### src/rtl/decoder_arb_pkg.sv
// Shared types, widths and helpers for the round-robin decoder arbiter.
package decoder_arb_pkg;

    typedef enum logic [1:0] {
        IDLE,
        GRANT,
        RECOVER
    } arb_state_t;

    localparam int N_REQ = 16;
    localparam int IDX_W = 4;
    localparam int CNT_W = 8;

    // One-hot line driven by the 4-to-16 decoder for a given select index.
    function automatic logic [N_REQ-1:0] idx_to_onehot(input logic [IDX_W-1:0] idx);
        return N_REQ'(1) << idx;
    endfunction

endpackage

### src/rtl/rr_priority_pick.sv
// Combinational round-robin pick: first set request at or after last+1, with wrap.
module rr_priority_pick
    import decoder_arb_pkg::*;
(
    input  logic [N_REQ-1:0] req,
    input  logic [IDX_W-1:0] last,
    output logic             found,
    output logic [IDX_W-1:0] idx
);

    logic [IDX_W-1:0]   start;
    logic [2*N_REQ-1:0] dbl;
    logic [N_REQ-1:0]   rot;
    logic [IDX_W-1:0]   off;

    // Rotate so bit 0 of rot is requester last+1.
    always_comb begin
        start = last + IDX_W'(1);
        dbl   = {req, req};
        rot   = dbl[start +: N_REQ];
    end

    // Lowest set bit of the rotated vector wins; descending loop lets it overwrite.
    always_comb begin
        off = '0;
        for (int i = N_REQ - 1; i >= 0; i--) begin
            if (rot[i]) begin
                off = IDX_W'(i);
            end
        end
    end

    always_comb begin
        found = |req;
        idx   = start + off;
    end

endmodule

### src/rtl/decoder_rr_arbiter.sv
// Round-robin arbiter driving the 4-to-16 decoder select/enable with
// break-before-make between owners and a bounded hold time.
module decoder_rr_arbiter
    import decoder_arb_pkg::*;
#(
    parameter int unsigned HOLD_MAX = 8
) (
    input  logic             clk,
    input  logic             rst_n,
    input  logic [N_REQ-1:0] req,
    output logic [IDX_W-1:0] sel,
    output logic             en,
    output logic [N_REQ-1:0] grant,
    output logic             busy
);

    localparam logic [CNT_W-1:0] HOLD_LAST = CNT_W'(HOLD_MAX - 1);

    arb_state_t       state_q, state_d;
    logic [IDX_W-1:0] last_q, last_d;
    logic [CNT_W-1:0] cnt_q, cnt_d;
    logic [IDX_W-1:0] sel_d;
    logic             en_d;
    logic [N_REQ-1:0] grant_d;
    logic             busy_d;

    logic             pick_found;
    logic [IDX_W-1:0] pick_idx;

    rr_priority_pick u_pick (
        .req   (req),
        .last  (last_q),
        .found (pick_found),
        .idx   (pick_idx)
    );

    always_ff @(posedge clk or negedge rst_n) begin
        if (!rst_n) begin
            state_q <= IDLE;
            last_q  <= IDX_W'(N_REQ - 1);
            cnt_q   <= '0;
            sel     <= '0;
            en      <= 1'b0;
            grant   <= '0;
            busy    <= 1'b0;
        end else begin
            state_q <= state_d;
            last_q  <= last_d;
            cnt_q   <= cnt_d;
            sel     <= sel_d;
            en      <= en_d;
            grant   <= grant_d;
            busy    <= busy_d;
        end
    end

    // Next-state and next-output logic; sel keeps its value whenever en drops.
    always_comb begin
        state_d = state_q;
        last_d  = last_q;
        cnt_d   = cnt_q;
        sel_d   = sel;
        en_d    = en;
        grant_d = grant;
        busy_d  = busy;

        case (state_q)
            IDLE, RECOVER: begin
                if (pick_found) begin
                    state_d = GRANT;
                    sel_d   = pick_idx;
                    last_d  = pick_idx;
                    cnt_d   = '0;
                    en_d    = 1'b1;
                    grant_d = idx_to_onehot(pick_idx);
                    busy_d  = 1'b1;
                end else begin
                    state_d = IDLE;
                    en_d    = 1'b0;
                    grant_d = '0;
                    busy_d  = 1'b0;
                end
            end
            GRANT: begin
                if (!req[sel] || (cnt_q == HOLD_LAST)) begin
                    state_d = RECOVER;
                    en_d    = 1'b0;
                    grant_d = '0;
                    busy_d  = 1'b1;
                end else if (cnt_q != '1) begin
                    cnt_d = cnt_q + CNT_W'(1);
                end
            end
            default: begin
                state_d = IDLE;
                en_d    = 1'b0;
                grant_d = '0;
                busy_d  = 1'b0;
            end
        endcase
    end

endmodule

### config.mk
export PLATFORM = sky130hd
export DESIGN_NAME = decoder_rr_arbiter
export DESIGN_NICKNAME = d
export VERILOG_FILES = /design/src/rtl/decoder_arb_pkg.sv /design/src/rtl/rr_priority_pick.sv /design/src/rtl/decoder_rr_arbiter.sv
export SDC_FILE = /design/constraint.sdc
export NUM_CORES = 1
export LEC_CHECK = 0
export CORE_UTILIZATION = 50
export DETAILED_ROUTE_END_ITERATION = 8
export PLACE_DENSITY = 0.74
export SYNTH_ARGS = -nofsm -noshare
export SYNTH_HDL_FRONTEND = slang
export SYNTH_SLANG_ARGS = --single-unit
### constraint.sdc
create_clock -name clk -period 13 [get_ports clk]
set_input_delay 1.95 -clock clk [delete_from_list [all_inputs] [get_ports clk]]
set_output_delay 1.95 -clock clk [all_outputs]
set_load 0.01 [all_outputs]
==> qor.csv <==
metric,value,unit
post-synthesis cell area,2939,um^2
fin crit period,5.809,ns
Clock Path Buffers,2,
Root Driver,clkbuf_8,
WL/cell,17.82,um
CP dominant cell by count,nor2_1,
most frequent cells in the layout,"clkdlybuf4s50_1, nand2_1, dfrtp_1",
drt pass-1 iters,5,
worst hold path class,flop to flop,
placed cell area,3372,um^2
# port buffers,39,
clock sink count,36,
GRT Total Usage,23.83,%
Post-Syn Nets,288,
CTS Hold Bufs,0,
crit-path max cell delay,0.66,ns
Synth Area in Adders,2.810,%
XOR/XNOR Fraction of Synth Area,3.874,%
post-synthesis simple-gate area fraction,13.24,%
worst slew pin tran,1.274,ns
Setup Skew,0.01268,ns
final setup vio count,0,
first-pass GRT wire length,11.35,mm
combinational family with the most area after synthesis,multiplexers,
"Req. time, crit path",13.16,ns
Ys Warns,0,
synth top area cells,"dfrtp_1, mux4_2, mux4_1",
Die W,78.67,um
RD Place Congestion,0.8361,
Core Area,5574,um^2
# resized after CTS,0,
RSZ-0062 raised after global routing,no,
FMAX,172.1,MHz
Compound-Gate Fraction of Synth Area,9.919,%
Mean Syn Cell Area,11.13,um^2
antenna violations before repair,0,
number of global-route vias before repair,2305,
status,finished clean,
"Core Util, Final",62.02,%
CTS tree,yes,
Fillers,476,
final-report hold violation count,0,
element type at the critical path start,primary input,
post-route cell area,3457,um^2
Antenna Cells,0,
clock latency on the worst-skew pair,0.29,ns
Worst-path clk slew,0.07,ns
nets,327,
final hold slack,0.4808,ns
initial DRC count,126,
"Seq/Total Area, Yosys",30.82,%
Die Ht,78.67,um
CTS H-tree depth,2,
CP bufs+invs,1,
maxcap violations,0,
crit-path cells,"clkdlybuf4s50_1, mux4_1, mux4_2, nor2_1, nor3_1, o311ai_0, a311oi_1, ha_1, a21o_1, a21oi_1, xor2_1, nor2_1, mux2i_1, o21ai_0",
Crit. End Element,flop,
cell family contributing the most delay on the critical path,multiplexers,
CTS buffer count,5,
Slowest cell on crit path,mux4_1,
Die ar.,6189,um^2
total gr overflow,0,
"most common cell after layout, fill and taps aside",clkdlybuf4s50_1,
layout cells sized above 1,17.43,%
"Slew Viols, Final",0,
Final Routed Wirelength,6.699,mm
# rows,27,
synthesized instance count,264,
starting density of the core,52.73,%
Area Growth Syn to Fin,17.62,%
setup TNS,0,ns
Rel. slew slack,14.72,%
Final HPWL DP,4.961,mm
IO Pins,40,
mux contribution to synthesized area,35.29,%
"area leader, netlist",dfrtp_1,
antenna-violating nets left,0,
post-route clock period utilization,44.69,%
Critical Path Fanout Max,7,
CP arrival,5.97,ns
largest net degree at the start of global routing,37,
Post-CTS Setup Inserts,0,
Netlist cell types,49,
Yosys reg bits,36,
via-per-instance ratio,6.287,
routed via count,2364,
post-synth top area share,27.25,%
critical path class,primary input to flop,
DRC violations left,0,
## worst register-to-register path, delay by kind of cell, from the launching register on
| family | cells | cell delay, ns |
|---|---|---|
| DFF | 1 | 0.83 |
| adders and majority gates | 2 | 1.16 |
| and+or+nand+nor | 1 | 0.11 |
| AOI/OAI and AO/OA | 7 | 1.33 |
| xor gates and xnor gates | 1 | 0.30 |
| muxes | 3 | 1.59 |
## synth_stat cells, drive strengths merged
master	number
ha	5
nor4	7
mux2i	17
or3	1
nor2	23
a211oi	2
or2	2
buf	6
nand3	4
fa	1
mux2	12
xnor2	9
o31a	1
nand2	34
a2111oi	1
nor2b	2
dfstp	4
a311oi	1
a41oi	1
a41o	1
or4	1
nand2b	6
o21ai	23
nand4bb	1
a32o	1
o22ai	1
mux4	31
a311o	1
and2	1
a21oi	5
nor3	3
o311ai	1
clkbuf	4
inv	13
a21o	3
dfrtp	32
o211ai	1
o31ai	1
xor2	1
## stage by stage
step / setup WS (ns) / std cells
2_1_floorplan: 7.947 / 264
3_3_place_gp: 6.965 / 368
3_5_place_dp: 6.895 / 368
4_1_cts: 7.212 / 376
5_1_grt: 6.730 / 376
6_report: 7.191 / 376
## metal layers
| layer | GRT usage, % | up-vias | share of wire (%) |
|---|---|---|---|
| li1 | - | 1087 | - |
| met1 | 32.95 | 1215 | 46 |
| met2 | 38.26 | 51 | 50 |
| met3 | 4.302 | 11 | 3.5 |
| met4 | 7.037 | 0 | 1.1 |
| met5 | 0 | - | 0 |
## cells by family after synthesis
kind of cell    after synthesis
simple gates                 85
compound gates               44
flops                        36
fa+ha+maj                     6
buf+inv                      23
mux                          60
xor+xnor                     10
## path summary, 6_finish.rpt
check                            end  slack [ns]      start  depth (start not counted)
setup / recovery            grant[7]        7.19    req[14]                         14
max in group asynchronous  last_q[0]       10.59      rst_n                          2
hold / removal              grant[6]        0.48   grant[6]                          2
setup reg to reg            grant[7]        7.55  last_q[0]                         14
min in group asynchronous  grant[10]        2.06      rst_n                          2
hold reg to reg             grant[6]        0.48   grant[6]                          2
## sequential cells by signal (all words and copies together) (netlist names)
signal   count
en           1
state_q      2
sel          4
cnt_q        8
last_q       4
busy         1
grant       16
## area by class of cell
class | count | area, um^2 | share of cell area (%)
multi-input cells | 205 | 1914 | 55.37
well taps | 72 | 90.09 | 2.606
inverters | 13 | 48.80 | 1.412
flip-flops and latches | 36 | 905.9 | 26.20
clock buffers | 6 | 72.57 | 2.099
repair buffers | 42 | 412.9 | 11.94
clock inverters | 2 | 12.51 | 0.3619
Power is left out: the tool's default activity adds up to more than one toggle a clock period on the data nets, which glitch-free logic cannot reach.
